==> config.mk <==
export PLATFORM = sky130hd
export DESIGN_NAME = midi_msg_parser
export DESIGN_NICKNAME = d
export VERILOG_FILES = /design/src/rtl/midi_msg_parser_pkg.sv /design/src/rtl/midi_len_lut.sv /design/src/rtl/midi_msg_parser.sv
export SDC_FILE = /design/constraint.sdc
export NUM_CORES = 1
export LEC_CHECK = 0
export ABC_AREA = 1
export ABC_CLOCK_PERIOD_IN_PS = 3650
export CAP_MARGIN = 10
export CORE_MARGIN = 2
export CORE_UTILIZATION = 36
export DETAILED_ROUTE_END_ITERATION = 7
export GPL_TIMING_DRIVEN = 1
export REMOVE_ABC_BUFFERS = 1
export SLEW_MARGIN = 20
export SYNTH_ARGS = -nofsm -noshare
export SYNTH_HDL_FRONTEND = slang
export SYNTH_HIERARCHICAL = 1
export SYNTH_SLANG_ARGS = --single-unit
==> constraint.sdc <==
create_clock -name clk -period 3.65 [get_ports clk]
set_input_delay 1.095 -clock clk [delete_from_list [all_inputs] [get_ports clk]]
set_output_delay 1.095 -clock clk [all_outputs]
set_load 0.005 [all_outputs]
==> src/rtl/midi_msg_parser_pkg.sv <==
// rtl/midi_msg_parser_pkg.sv - MIDI status constants and parser state encoding
package midi_msg_parser_pkg;

  localparam logic [3:0] NOTE_OFF = 4'h8;
  localparam logic [3:0] NOTE_ON  = 4'h9;
  localparam logic [3:0] POLY_AT  = 4'hA;
  localparam logic [3:0] CTRL     = 4'hB;
  localparam logic [3:0] PROG     = 4'hC;
  localparam logic [3:0] CHAN_AT  = 4'hD;
  localparam logic [3:0] PBEND    = 4'hE;
  localparam logic [3:0] SYS_NIB  = 4'hF;

  localparam logic [7:0] SYS_EX     = 8'hF0;
  localparam logic [7:0] SYS_MTC    = 8'hF1;
  localparam logic [7:0] SYS_SPP    = 8'hF2;
  localparam logic [7:0] SYS_SONG   = 8'hF3;
  localparam logic [7:0] SYS_TUNE   = 8'hF6;
  localparam logic [7:0] SYS_RT_MIN = 8'hF8;

  typedef enum logic [1:0] {
    NO_STATUS = 2'd0,
    WAIT_D1   = 2'd1,
    WAIT_D2   = 2'd2,
    SYSEX     = 2'd3
  } state_t;

endpackage

==> src/rtl/midi_len_lut.sv <==
// rtl/midi_len_lut.sv - status byte to data length, voice and real-time flags
module midi_len_lut
  import midi_msg_parser_pkg::*;
(
  input  logic [7:0] status,
  output logic [1:0] len,
  output logic       is_voice,
  output logic       is_rt
);

  always_comb begin
    len      = 2'd0;
    is_voice = status[7] && (status[7:4] != SYS_NIB);
    is_rt    = (status >= SYS_RT_MIN);
    case (status[7:4])
      NOTE_OFF, NOTE_ON, POLY_AT, CTRL, PBEND: len = 2'd2;
      PROG, CHAN_AT:                           len = 2'd1;
      SYS_NIB: begin
        if (status == SYS_SPP)
          len = 2'd2;
        else if (status == SYS_MTC || status == SYS_SONG)
          len = 2'd1;
      end
      default: len = 2'd0;
    endcase
  end

endmodule

==> src/rtl/midi_msg_parser.sv <==
// rtl/midi_msg_parser.sv - frames MIDI bytes into messages with running status
module midi_msg_parser
  import midi_msg_parser_pkg::*;
#(
  parameter logic       OMNI      = 1'b1,
  parameter logic [3:0] CHANNEL   = 4'd0,
  parameter logic       NOTE0_OFF = 1'b1
) (
  input  logic       clk,
  input  logic       rst,
  input  logic       byte_valid,
  input  logic [7:0] byte_in,
  output logic       msg_valid,
  input  logic       msg_ready,
  output logic [7:0] msg_status,
  output logic [6:0] msg_data1,
  output logic [6:0] msg_data2,
  output logic       rt_valid,
  output logic [7:0] rt_byte,
  output logic       overflow
);

  state_t     state_q, state_n;
  logic [7:0] status_q, status_n;
  logic [1:0] len_q, len_n;
  logic       voice_q, voice_n;
  logic [6:0] d1_q, d1_n;

  logic [1:0] in_len;
  logic       in_voice, in_rt;

  logic       emit, emit_ok;
  logic [7:0] emit_status;
  logic [6:0] emit_d1, emit_d2;

  midi_len_lut u_len_lut (
    .status   (byte_in),
    .len      (in_len),
    .is_voice (in_voice),
    .is_rt    (in_rt)
  );

  always_ff @(posedge clk) begin
    if (rst) begin
      state_q  <= NO_STATUS;
      status_q <= 8'd0;
      len_q    <= 2'd0;
      voice_q  <= 1'b0;
      d1_q     <= 7'd0;
    end else begin
      state_q  <= state_n;
      status_q <= status_n;
      len_q    <= len_n;
      voice_q  <= voice_n;
      d1_q     <= d1_n;
    end
  end

  // Real-time bytes bypass this block entirely so framing state is untouched.
  always_comb begin
    state_n     = state_q;
    status_n    = status_q;
    len_n       = len_q;
    voice_n     = voice_q;
    d1_n        = d1_q;
    emit        = 1'b0;
    emit_status = status_q;
    emit_d1     = 7'd0;
    emit_d2     = 7'd0;
    if (byte_valid && !in_rt) begin
      if (byte_in[7]) begin
        if (byte_in == SYS_EX) begin
          status_n = 8'd0;
          len_n    = 2'd0;
          voice_n  = 1'b0;
          state_n  = SYSEX;
        end else if (in_len != 2'd0) begin
          status_n = byte_in;
          len_n    = in_len;
          voice_n  = in_voice;
          state_n  = WAIT_D1;
        end else begin
          status_n = 8'd0;
          len_n    = 2'd0;
          voice_n  = 1'b0;
          state_n  = NO_STATUS;
          if (byte_in == SYS_TUNE) begin
            emit        = 1'b1;
            emit_status = SYS_TUNE;
          end
        end
      end else begin
        case (state_q)
          WAIT_D1: begin
            d1_n = byte_in[6:0];
            if (len_q == 2'd1) begin
              emit    = 1'b1;
              emit_d1 = byte_in[6:0];
            end else begin
              state_n = WAIT_D2;
            end
          end
          WAIT_D2: begin
            emit    = 1'b1;
            emit_d1 = d1_q;
            emit_d2 = byte_in[6:0];
          end
          default: ;
        endcase
        // Voice status persists as running status; system status is one-shot.
        if (emit) begin
          if (voice_q) begin
            state_n = WAIT_D1;
          end else begin
            state_n  = NO_STATUS;
            status_n = 8'd0;
            len_n    = 2'd0;
          end
        end
      end
    end
    if (NOTE0_OFF && emit_status[7:4] == NOTE_ON && emit_d2 == 7'd0)
      emit_status = {NOTE_OFF, emit_status[3:0]};
  end

  assign emit_ok = emit && ((emit_status[7:4] == SYS_NIB) || OMNI ||
                            (emit_status[3:0] == CHANNEL));

  always_ff @(posedge clk) begin
    if (rst) begin
      msg_valid  <= 1'b0;
      msg_status <= 8'd0;
      msg_data1  <= 7'd0;
      msg_data2  <= 7'd0;
      rt_valid   <= 1'b0;
      rt_byte    <= 8'd0;
      overflow   <= 1'b0;
    end else begin
      rt_valid <= byte_valid && in_rt;
      if (byte_valid && in_rt)
        rt_byte <= byte_in;
      overflow <= emit_ok && msg_valid && !msg_ready;
      if (emit_ok && (!msg_valid || msg_ready)) begin
        msg_valid  <= 1'b1;
        msg_status <= emit_status;
        msg_data1  <= emit_d1;
        msg_data2  <= emit_d2;
      end else if (msg_ready) begin
        msg_valid <= 1'b0;
      end
    end
  end

endmodule

# --- Word-level counts from Yosys, hierarchy flattened ---
# Index checks and enable logic that the tools add are counted.
# W data, S select, Z words.
word_totals:
  ff_bits: 53
  inputBits: 12
  elab_cells: 103
classes:
  n_bitwise: 1
  n_reduce_logical: 23
  mux: 46
  n_eq_ne: 20
  order_cmp: 1
ops:
  columns: ["operator", "count"]
  rows:
  - ["$mux W8", 11]
  - ["$mux W7", 6]
  - ["$eq A8 B8 Y1 const B", 5]
  - ["$eq A4 B4 Y1 const B", 9]
  - ["$mux W2", 11]
  - ["$mux W1", 15]
  - ["$pmux W7 S2", 1]
  - ["$reduce_and A3 Y1", 3]
  - ["$ge A8 B8 Y1 const B", 1]
  - ["$logic_and A1 B1 Y1", 7]
  - ["$logic_not A7 Y1", 1]
  - ["$pmux W2 S3", 1]
  - ["$reduce_bool A2 Y1", 3]
  - ["$reduce_or A5 Y1", 1]
  - ["$eq A2 B1 Y1 const B", 2]
  - ["$ne A4 B4 Y1 const B", 1]
  - ["$logic_not A1 Y1", 3]
  - ["$ne A3 B2 Y1 const B", 1]
  - ["$reduce_bool A3 Y1", 1]
  - ["$eq A2 B2 Y1 const B", 1]
  - ["$logic_or A1 B1 Y1", 2]
  - ["$ne A2 B2 Y1 const B", 1]
  - ["$pmux W1 S2", 1]
  - ["$reduce_and A2 Y1", 1]
  - ["other kinds (2)", 2]

# --- Depth between registers and ports, before layout ---
# Gate-level depths: netlist of run 1.
logic_depth:
  depth_word: 13
  depth_mapped: 14
  mapped_depth_nobuf: 14

# --- Modules after synthesis ---
# Netlist of run 1, hierarchy kept.
modules_own_cells:
  columns: ["mod", "cells_per_inst", "instances", "area_per_inst_um2"]
  rows:
  - ["midi_msg_parser", 336, 1, 2348.5]
  - ["midi_len_lut", 23, 1, 96.3]

# --- Least setup slack after synthesis of run 1 ---
# Ideal clock, no wire load.
synth_timing:
  path_type: "in2reg"
  start: "input byte_in[6]"
  end: "register msg_data1[0]"
  setup_time_ns: 0.070
  path_slack_ns: 1.316
  stages: 10
  arrival_time_ns: 2.264
  t_required_ns: 3.580
  path_cell_list: "nand2_2 > nor3_1 > inv_1 > nand2_1 > inv_1 > buf_2 > nand4_2 > clkbuf_1 > nand2_1 > a21oi_1"
synth_via:
  elab_cells_between_ends: 30
  cone_classes: "order compare (1); eq/ne (13); mux (9); reduce/logical (7)"
synth_lines:
  columns: ["element", "line_no", "text"]
  rows:
  - ["start: declaration", "midi_msg_parser.sv:12", "input logic [7:0] byte_in,"]
  - ["$ge A8 B8 Y1 *", "midi_len_lut.sv:14", "is_rt = (status >= SYS_RT_MIN);"]
  - ["via in_rt", "midi_msg_parser.sv:30", "logic in_voice, in_rt;"]
  - ["$logic_not A1 Y1 *", "midi_msg_parser.sv:70", "if (byte_valid && !in_rt) begin"]
  - ["$logic_and A1 B1 Y1 *", "midi_msg_parser.sv:70", null]
  - ["$mux W1", "midi_msg_parser.sv:70", null]
  - ["$logic_and A1 B1 Y1", "midi_msg_parser.sv:143", "if (emit_ok && (!msg_valid || msg_ready)) begin"]
  - ["end signal: assignment", "midi_msg_parser.sv:146", "msg_data1 <= emit_d1;"]
  - ["end: declaration", "midi_msg_parser.sv:16", "output logic [6:0] msg_data1,"]
# Mark *: on every way through the listed nets, which the timed path passes. The rest lies on a longest branch.
# A chain may end at the register's enable or synchronous reset.

# --- Final worst setup path of run 1 ---
layout_timing:
  start: "input byte_in[6]"
  end: "register msg_status[1]"
layout_via:
  elab_cells_between_ends: 35
  cone_classes: "order compare (1); eq/ne (13); mux (14); reduce/logical (7)"
layout_lines:
  columns: ["element", "line_no", "text"]
  rows:
  - ["$ge A8 B8 Y1 *", "midi_len_lut.sv:14", null]
  - ["via in_rt", "midi_msg_parser.sv:30", null]
  - ["$logic_not A1 Y1 *", "midi_msg_parser.sv:70", null]
  - ["$logic_and A1 B1 Y1 *", "midi_msg_parser.sv:70", null]
  - ["$mux W8 / $mux W1 (equally long branches)", "midi_msg_parser.sv:70", null]
  - ["$mux W8 / $logic_and A1 B1 Y1 (equally long branches)", "midi_msg_parser.sv:122, midi_msg_parser.sv:143", null]
  - ["end signal: assignment", "midi_msg_parser.sv:145", "msg_status <= emit_status;"]
  - ["end: declaration", "midi_msg_parser.sv:15", "output logic [7:0] msg_status,"]
# Marked as above.

==> parameters.txt, run 1 <==
Parameter                              Value

Worst hold path
  Worst hold-check path type    flop to flop
  Startpoint of the worst hold path    msg_status[5]$_SDFFE_PP0P_

Worst setup path
  End of the worst register-to-register path    msg_data1[6]$_SDFFE_PP0P_
  Critical Path Stages    12
  Cell-by-cell trace of the critical path    clkdlybuf4s50_1, nand2_2, nor3_1, inv_1, nand2_1, inv_1, nand2_1, nor2_1, nand2_1, o21ai_2, o211ai_1, a21oi_1
  WS Path Type    input pin to flop
  Origin of the critical flop-to-flop path    state_q[0]$_SDFFE_PP0P_
  Critical path arrival    3.29 ns
  Worst setup path start    byte_in[6]
  Critical path's most frequent cell    sky130_fd_sc_hd__nand2_1
  Critical path fanouts, max    14
  Path depth of the worst reg2reg path    10
  Critical-path top delay cell    sky130_fd_sc_hd__clkdlybuf4s50_1
  Worst path max stage delay    0.49 ns
  Register-to-register setup slack    1.50 ns
  Combined buffer and inverter count along the critical path    3
  Critical path endpoint    msg_status[1]$_SDFFE_PP0P_
  Worst path required time    3.89 ns
  Crit path launch type    input pin
  Worst Setup End Kind    flop
  Worst path top cell family by delay    buffers and inverters

STA
  Setup violations, final    0
  Relative slew slack    0.496
  Setup TNS Final    0 ns
  Transition time at the pin with the least slew margin    0.754 ns
  Minimum period implied by the final worst setup slack    3.05 ns
  Pins Over Slew Limit    0
  Post-Route Skew    0.00588 ns
  Count of final hold-check violations    0
  RSZ-0062 raised after global routing    no
  Fmax    0.328 GHz
  Fraction of the cycle the final worst path needs    0.835
  Post-layout worst setup margin    0.603 ns

Power and ir drop
  P per Cell Area    363 nW/um^2
  Peak supply drop    0.000143 V
  Static leakage    1.19 nW

Detailed routing
  Vias per inst    4.96
  Detailed Route WL    6.34 mm
  Routed wire per std cell    13.0 um
  Via count of the routed design    2,419
  Detailed Routing Iterations Pass 1    4
  Starting DRC count in detailed routing    148
  DRC viols    0
  Number of nets still failing antenna checks after routing    0

Flow run
  Number of max-cap violations    0

Clock network
  Clock tree from TritonCTS    yes
  Worst skew pair latency    0.31 ns
  Maximum level of the CTS H-tree    2
  CTS root buffer    sky130_fd_sc_hd__clkbuf_8
  Buffer depth of the longest clock path    2
  Count of instances resized after the clock tree is built    0
  Sink count of the clock tree    53
  Hold Buf Count CTS    0
  Post-CTS Repair Setup Buffers    0
  Reg clk slew, reported paths    0.10 ns
  Number of buffers inserted during clock tree synthesis    5

Global route
  Via count of the first global-routing pass    2,191
  Maximum number of pins on one net before global-route repair    34
  Number of antenna violations at the first check in global routing    0
  Final global-route overflow total    0
  Wire length of the first global-routing pass    10.4 mm
  Tot GR Track Use    0.175

Synth
  Post-synthesis instance area    2440 um^2
  Synth area leaders    sky130_fd_sc_hd__dfxtp_1, sky130_fd_sc_hd__nand2_1, sky130_fd_sc_hd__a21oi_1
  Cell with the most instances after synthesis    sky130_fd_sc_hd__nand2_1
  Async set-reset flop share out of synthesis    0
  Count of distinct cell types in the synthesized netlist    26
  EDFF count, synth    0
  Area share of the largest cell type after synthesis    0.434
  Synth cell count leaders    sky130_fd_sc_hd__nand2_1, sky130_fd_sc_hd__a21oi_1, sky130_fd_sc_hd__dfxtp_1
  Cell type with the highest aggregate area in the netlist    sky130_fd_sc_hd__dfxtp_1
  Fraction of the yosys area taken by sequential cells    0.434
  Yosys warning total    6
  Post-synthesis average cell area    6.81 um^2
  Cell count after synthesis    359
  Flip-flop and latch count after synthesis    53
  Most instantiated flip-flop cell in the synthesis netlist    sky130_fd_sc_hd__dfxtp_1

Layout
  Area added between synthesis and finish    28.0%
  Cell Count, Final, Fillers Out    488
  Finished Core Util    0.469
  Final antenna diode count    0
  Area taken by flip-flops and latches    1060 um^2
  Total number of nets in the final design    421
  Combined area of the multi-input logic cells    1190 um^2
  Filler Cells Inserted    686
  Proportion of layout cells with a drive suffix above 1    0.0784

Outcome
  Status    finished, final reports clean

Place
  Setup WS pre-CTS    0.278 ns
  Cell total after placement    480
  Estimated wirelength of the detail-placed design    4.62 mm
  Global placer's final weighted congestion    0.917
  Number of port buffers    44

Floorplanning
  Die W    86.4 um
  # rows    30
  Placeable core region    6680 um^2
  I/O pin cnt    45
  Chip height    86.4 um
  Effective utilization at floorplan    0.366
  DIE AREA    7470 um^2
area by class of cell:
class / instances / share of cell area
multi-input combinational: 257 / 0.379
sequential: 53 / 0.339
timing repair buffer: 58 / 0.174
inverter: 32 / 0.0384
tap: 80 / 0.0320
clock buffer: 7 / 0.0276
clock inverter: 1 / 0.00959
metal layers:
| metal | global-route usage | routed length [um] | vias up |
|---|---|---|---|
| met3 | 0.0362 | 390 | 7 |
| met1 | 0.247 | 3040 | 1098 |
| met5 | 0 | 0 | - |
| met2 | 0.280 | 2860 | 62 |
| met4 | 0.0298 | 47 | 0 |
| li1 | - | - | 1252 |
state kept, by name, summed over array words and instances (netlist names):
name / count
msg_data1: 7
status_q: 8
msg_data2: 7
state_q: 2
rt_valid: 1
d1_q: 7
voice_q: 1
len_q: 2
overflow: 1
msg_status: 8
rt_byte: 8
msg_valid: 1
per-stage QoR:
step	hold slack [ns]	area (um^2)	power (mW)
after CTS	0.469	3130	1.15
after global placement	0.450	3010	0.732
after floorplan	0.434	2370	0.670
after global routing	0.488	3130	1.18
final	0.464	3130	1.14
after detailed placement	0.455	3010	0.732
cell usage in the layout (no fill, tap or decap), drive strengths merged, types with 7 or more instances in the layout:
cell type | Yosys | layout
or2 | 8 | 8
buf | 7 | 14
dfxtp | 53 | 53
clkbuf | 10 | 7
o21ai | 21 | 21
nor2 | 38 | 38
inv | 32 | 32
nand2 | 98 | 98
nand3 | 22 | 22
a21oi | 56 | 56
clkdlybuf4s50 | 0 | 44
report_power, final:
group          leakage, nW  total [mW]  switching (mW)  internal [mW]
combinational        0.701       0.124          0.0803         0.0437
clock               0.0585       0.416           0.192          0.224
sequential           0.428       0.595         0.00619          0.589
total                 1.19        1.14           0.279          0.856
tightest hold or removal path, stage by stage (launching register included):
cell and delay (ns):
sky130_fd_sc_hd__dfxtp_1 0.32, sky130_fd_sc_hd__nand2_1 0.06, sky130_fd_sc_hd__a21oi_1 0.05
how the worst min path moves through the flow:
stage                     slack, ns  cells past startpoint                          to
after floorplan                0.43                      2    status_q[6]$_SDFFE_PP0P_
after global placement         0.45                      2  msg_status[6]$_SDFFE_PP0P_
after detailed placement       0.45                      2   msg_data1[0]$_SDFFE_PP0P_
after CTS                      0.47                      2   msg_data1[0]$_SDFFE_PP0P_
after global routing           0.49                      2   msg_data1[5]$_SDFFE_PP0P_
final                          0.46                      2  msg_status[5]$_SDFFE_PP0P_
kinds of logic after synthesis:
logic type      share of synthesized area
simple gates                        0.300
compound gates                      0.175
flops                               0.434
buf+inv                            0.0803
fa+ha+maj                          0.0102
Note: power is estimated with default switching activity, not from simulation.
==> run 2: changes to the inputs <==
--- a/config.mk
+++ b/config.mk
@@ -6,7 +6,7 @@
 export NUM_CORES = 1
 export LEC_CHECK = 0
 export ABC_AREA = 1
-export ABC_CLOCK_PERIOD_IN_PS = 3650
+export ABC_CLOCK_PERIOD_IN_PS = 2500
 export CAP_MARGIN = 10
 export CORE_MARGIN = 2
 export CORE_UTILIZATION = 36
==> constraint.sdc (replaced) <==
create_clock -name clk -period 2.5 [get_ports clk]
set_input_delay 0.75 -clock clk [delete_from_list [all_inputs] [get_ports clk]]
set_output_delay 0.75 -clock clk [all_outputs]
set_load 0.005 [all_outputs]
==> parameters.txt, run 2 (synthesized netlist as in run 1, its figures left out) <==
Parameter                              Value

Outcome
  Status    finished, final reports clean

STA
  Count of final hold-check violations    0 (unchanged)
  Fmax    0.428 GHz
  Minimum period implied by the final worst setup slack    2.34 ns
  Relative slew slack    0.628 (+0.133)
  Post-Route Skew    0.00960 ns (+0.00372 ns)
  Pins Over Slew Limit    0 (unchanged)
  Transition time at the pin with the least slew margin    0.556 ns (-0.198 ns)
  Fraction of the cycle the final worst path needs    0.935
  Setup violations, final    0 (unchanged)

Clock network
  Reg clk slew, reported paths    0.09 ns (about the same)
  Buffer depth of the longest clock path    2 (unchanged)
  Worst skew pair latency    0.31 ns (about the same)
  Number of buffers inserted during clock tree synthesis    5 (unchanged)
  Maximum level of the CTS H-tree    2 (unchanged)
  Clock tree from TritonCTS    yes
  Sink count of the clock tree    53 (unchanged)
  Post-CTS Repair Setup Buffers    0 (unchanged)
  CTS root buffer    sky130_fd_sc_hd__clkbuf_8

Layout
  Total number of nets in the final design    446 (+5.9%)
  Filler Cells Inserted    677 (-1.3%)
  Commonest cells after routing, fill and taps aside    sky130_fd_sc_hd__nand2_1, sky130_fd_sc_hd__a21oi_1, sky130_fd_sc_hd__dfxtp_1
  Proportion of layout cells with a drive suffix above 1    0.136 (+0.0578)
  Finished Core Util    0.499 (+0.0309)
  Top flop regs    msg_status (8), rt_byte (8), status_q (8)
  Combined area of the multi-input logic cells    1220 um^2 (+2.6%)
  Area taken by flip-flops and latches    1060 um^2 (unchanged)
  Leading cell type in the layout, fill and taps excluded    sky130_fd_sc_hd__nand2_1
  Area added between synthesis and finish    36.5%
  Final antenna diode count    0 (unchanged)

Worst setup path
  Worst path required time    2.74 ns (-1.15 ns)
  WS Path Type    input pin to flop
  Crit path launch type    input pin
  Critical path arrival    2.58 ns (-0.71 ns)
  Worst Setup End Kind    flop
  Critical path fanouts, max    14 (unchanged)

Power and ir drop
  Power consumption    1.57 mW (+38%)
  P per Cell Area    469 nW/um^2 (+29%)
  Static leakage    1.33 nW (+12%)
  Peak supply drop    0.000267 V (+87%)

Place
  Estimated wirelength of the detail-placed design    4.86 mm (+5.2%)
  Global placer's final weighted congestion    0.926 (+0.96%)
  Number of port buffers    44 (unchanged)

Detailed routing
  Detailed Routing Iterations Pass 1    4 (unchanged)
  Starting DRC count in detailed routing    106 (-28%)
  Routed wire per std cell    12.9 um (-0.82%)
  Detailed Route WL    6.61 mm (+4.3%)
  Vias per inst    4.84 (-2.4%)
  DRC viols    0 (unchanged)
  Via count of the routed design    2,483 (+2.6%)
  Number of nets still failing antenna checks after routing    0 (unchanged)

Global route
  Number of antenna violations at the first check in global routing    0 (unchanged)
  Via count of the first global-routing pass    2,370 (+8.2%)
  Final global-route overflow total    0 (unchanged)
  Maximum number of pins on one net before global-route repair    34 (unchanged)
  Wire length of the first global-routing pass    11.1 mm (+6.8%)
  Tot GR Track Use    0.188 (+0.0133)

Worst hold path
  Worst hold-check path type    flop to flop

Floorplanning
  Effective utilization at floorplan    0.366 (unchanged)
  I/O pin cnt    45 (unchanged)
  Placeable core region    6680 um^2 (unchanged)
  Chip height    86.4 um (unchanged)
  # rows    30 (unchanged)
  DIE AREA    7470 um^2 (unchanged)
  Die W    86.4 um (unchanged)

Flow run
  Number of max-cap violations    0 (unchanged)
-- run 2: routing by layer --
| metal | global-route usage | share of wire | vias up |
|---|---|---|---|
| met2 | 0.304 | 0.45 | 61 |
| li1 | - | - | 1303 |
| met5 | 0 | 0 | - |
| met1 | 0.252 | 0.48 | 1112 |
| met3 | 0.0371 | 0.050 | 7 |
| met4 | 0.0625 | 0.012 | 0 |
-- run 2: path summary, 6_finish.rpt --
| check | from | to | slack [ns] | cells past startpoint |
|---|---|---|---|---|
| setup / recovery | byte_in[2] | msg_status[2]$_SDFFE_PP0P_ | 0.16 | 13 |
| hold / removal | msg_status[6]$_SDFFE_PP0P_ | msg_status[6]$_SDFFE_PP0P_ | 0.47 | 2 |
| setup reg to reg | state_q[1]$_SDFFE_PP0P_ | status_q[7]$_SDFFE_PP0P_ | 0.45 | 11 |
| hold reg to reg | msg_status[6]$_SDFFE_PP0P_ | msg_status[6]$_SDFFE_PP0P_ | 0.47 | 2 |
-- run 2: layout make-up --
type	instances	area share
Multi-Input combinational cell	257	0.365
Inverter	32	0.0360
Sequential cell	53	0.318
Clock inverter	1	0.00225
Tap cell	80	0.0300
Clock buffer	7	0.0229
Timing Repair Buffer	83	0.226
-- run 2: per-stage QoR --
step / setup slack (ns) / instance area [um^2] / cells / TNS [ns] / hold WS, ns
final: 0.163 / 3340 / 513 / 0 / 0.468
after global routing: -0.0102 / 3340 / 513 / -0.0102 / 0.484
after CTS: 0.0241 / 3300 / 513 / 0 / 0.471
after detailed placement: -0.302 / 3210 / 505 / -9.37 / 0.456
after global placement: -0.271 / 3210 / 505 / -8.54 / 0.450
after floorplan: 0.226 / 2370 / 342 / 0 / 0.434
-- run 2: what timing repair did --
action / in CTS / in global routing
resized for setup: 0 / 9
setup endpoints to repair: 0 / 33
hold buffers: 0 / 0
-- run 2: worst max-delay path, stage by stage --
cell	delay [ns]
sky130_fd_sc_hd__clkdlybuf4s50_1	0.55
sky130_fd_sc_hd__inv_1	0.07
sky130_fd_sc_hd__nand2_1	0.08
sky130_fd_sc_hd__nor2_1	0.04
sky130_fd_sc_hd__nand2_1	0.05
sky130_fd_sc_hd__nand2_1	0.09
sky130_fd_sc_hd__nor2_4	0.16
sky130_fd_sc_hd__inv_1	0.05
sky130_fd_sc_hd__nor2_1	0.10
sky130_fd_sc_hd__nand2_1	0.13
sky130_fd_sc_hd__o21ai_4	0.19
sky130_fd_sc_hd__o211ai_1	0.15
sky130_fd_sc_hd__a21oi_1	0.16
-- run 2: report_power, final --
part           internal, mW  switching, mW  leakage, nW  total (mW)
clock                 0.199          0.284       0.0385       0.483
sequential            0.860        0.00930        0.428       0.869
combinational        0.0862          0.128        0.860       0.214
==> run 3: changes to the inputs <==
--- a/config.mk
+++ b/config.mk
@@ -13,8 +13,10 @@
 export DETAILED_ROUTE_END_ITERATION = 7
 export GPL_TIMING_DRIVEN = 1
 export REMOVE_ABC_BUFFERS = 1
+export SETUP_SLACK_MARGIN = 0.02
 export SLEW_MARGIN = 20
 export SYNTH_ARGS = -nofsm -noshare
 export SYNTH_HDL_FRONTEND = slang
 export SYNTH_HIERARCHICAL = 1
 export SYNTH_SLANG_ARGS = --single-unit
+export TNS_END_PERCENT = 5
==> parameters.txt, run 3 (synthesized netlist as in run 1, its figures left out) <==
Parameter                              Value

Worst setup path
  Worst Setup End Kind    flop
  WS Path Type    input pin to flop
  Crit path launch type    input pin
  Critical path fanouts, max    10 (-4)
  Critical path arrival    2.48 ns (-0.10 ns)
  Worst path required time    2.70 ns (-0.04 ns)

Clock network
  Sink count of the clock tree    53 (unchanged)
  Hold Buf Count CTS    0 (unchanged)
  Post-CTS Repair Setup Buffers    0 (unchanged)
  CTS root buffer    sky130_fd_sc_hd__clkbuf_8
  Clock tree from TritonCTS    yes
  Count of instances resized after the clock tree is built    0 (unchanged)
  Maximum level of the CTS H-tree    2 (unchanged)
  Reg clk slew, reported paths    0.10 ns (about the same)
  Buffer depth of the longest clock path    2 (unchanged)
  Worst skew pair latency    0.32 ns (about the same)
  Number of buffers inserted during clock tree synthesis    5 (unchanged)

Detailed routing
  DRC viols    0 (unchanged)
  Detailed Routing Iterations Pass 1    5 (+1)
  Vias per inst    4.85 (+0.21%)
  Detailed Route WL    6.79 mm (+2.8%)
  Number of nets still failing antenna checks after routing    0 (unchanged)
  Via count of the routed design    2,493 (+0.40%)
  Starting DRC count in detailed routing    120 (+13%)
  Routed wire per std cell    13.2 um (+2.6%)

Layout
  Commonest cells after routing, fill and taps aside    sky130_fd_sc_hd__nand2_1, sky130_fd_sc_hd__a21oi_1, sky130_fd_sc_hd__dfxtp_1
  Area added between synthesis and finish    37.3%
  Fin area    3360 um^2 (+0.56%)
  Top flop regs    msg_status (8), rt_byte (8), status_q (8)
  Total number of nets in the final design    447 (+0.22%)
  Final antenna diode count    0 (unchanged)
  Proportion of layout cells with a drive suffix above 1    0.141 (+0.00429)
  Leading cell type in the layout, fill and taps excluded    sky130_fd_sc_hd__nand2_1
  Filler Cells Inserted    677 (unchanged)

STA
  Transition time at the pin with the least slew margin    0.561 ns (+0.00568 ns)
  Minimum period implied by the final worst setup slack    2.28 ns (-0.0561 ns)
  Post-Route Skew    0.00888 ns (-0.000715 ns)
  RSZ-0062 raised after global routing    yes
  Setup TNS Final    0 ns (unchanged)
  Fraction of the cycle the final worst path needs    0.912 (-0.0225)
  Count of final hold-check violations    0 (unchanged)
  Smallest hold slack    0.468 ns (-0.000215 ns)
  Setup violations, final    0 (unchanged)
  Fmax    0.438 GHz (+2.5%)
  Relative slew slack    0.624 (-0.00380)
  Pins Over Slew Limit    0 (unchanged)

Floorplanning
  DIE AREA    7470 um^2 (unchanged)
  Die W    86.4 um (unchanged)
  Effective utilization at floorplan    0.366 (unchanged)
  # rows    30 (unchanged)
  I/O pin cnt    45 (unchanged)
  Chip height    86.4 um (unchanged)
  Placeable core region    6680 um^2 (unchanged)

Place
  Number of port buffers    44 (unchanged)
  Estimated wirelength of the detail-placed design    4.86 mm (unchanged)
  Placed Instance Area    3210 um^2 (unchanged)
  Global placer's final weighted congestion    0.926 (unchanged)

Global route
  Maximum number of pins on one net before global-route repair    34 (unchanged)
  Number of antenna violations at the first check in global routing    0 (unchanged)
  Via count of the first global-routing pass    2,370 (unchanged)
  Wire length of the first global-routing pass    11.1 mm (unchanged)
  Final global-route overflow total    0 (unchanged)
  Tot GR Track Use    0.188 (unchanged)

Power and ir drop
  Power consumption    1.57 mW (+0.43%)
  Static leakage    1.34 nW (+1.0%)
  P per Cell Area    469 nW/um^2 (-0.13%)
  Peak supply drop    0.000268 V (+0.17%)

Outcome
  Status    finished, final reports clean

Worst hold path
  Worst hold-check path type    flop to flop

Flow run
  Number of max-cap violations    0 (unchanged)
-- run 3: worst paths after layout --
check / from / to / slack [ns] / depth (start not counted)
setup / recovery: byte_in[5] / msg_status[4]$_SDFFE_PP0P_ / 0.22 / 15
hold / removal: msg_status[6]$_SDFFE_PP0P_ / msg_status[6]$_SDFFE_PP0P_ / 0.47 / 2
setup reg to reg: state_q[1]$_SDFFE_PP0P_ / status_q[7]$_SDFFE_PP0P_ / 0.36 / 11
hold reg to reg: msg_status[6]$_SDFFE_PP0P_ / msg_status[6]$_SDFFE_PP0P_ / 0.47 / 2
-- run 3: where the power goes --
group	switching (mW)	total [mW]	internal, mW	leakage [nW]
sequential	0.00929	0.869	0.860	0.428
combinational	0.131	0.218	0.0864	0.873
clock	0.288	0.487	0.199	0.0385
-- run 3: through the flow --
stage | setup WS [ns] | utilization | instances
global placement | -0.271 | 0.481 | 505
global route | 0.000435 | 0.502 | 514
finish | 0.219 | 0.502 | 514
detailed placement | -0.302 | 0.481 | 505
CTS | 0.0241 | 0.494 | 513
floorplan | 0.226 | - | 342
-- run 3: cell type report --
| cell class | instances | area [um^2] | share of cell area |
|---|---|---|---|
| multi-input cells | 258 | 1230 | 0.368 |
| flip-flops and latches | 53 | 1060 | 0.316 |
| repair buffers | 83 | 756 | 0.225 |
| inverters | 32 | 120 | 0.0358 |
| well taps | 80 | 100 | 0.0298 |
| clock buffers | 7 | 76.3 | 0.0227 |
| clock inverters | 1 | 7.51 | 0.00224 |
-- run 3: critical path, stage by stage --
cell                              delay (ns)
sky130_fd_sc_hd__clkdlybuf4s50_1        0.51
sky130_fd_sc_hd__nand2_1                0.11
sky130_fd_sc_hd__nor3_2                 0.15
sky130_fd_sc_hd__inv_1                  0.06
sky130_fd_sc_hd__nand2_1                0.10
sky130_fd_sc_hd__inv_1                  0.07
sky130_fd_sc_hd__buf_4                  0.17
sky130_fd_sc_hd__nand2_1                0.10
sky130_fd_sc_hd__nand2_1                0.05
sky130_fd_sc_hd__nor2_1                 0.09
sky130_fd_sc_hd__nand2_1                0.06
sky130_fd_sc_hd__nor2_1                 0.10
sky130_fd_sc_hd__nand2_1                0.05
sky130_fd_sc_hd__nand2_1                0.05
sky130_fd_sc_hd__a21oi_1                0.05
-- run 3: per-layer routing --
layer  share of wire  vias to the layer above  track usage
met5               0                        -            0
li1                -                     1307            -
met1            0.47                     1097        0.252
met3           0.059                        9       0.0371
met4           0.020                        0       0.0625
met2            0.45                       80        0.304
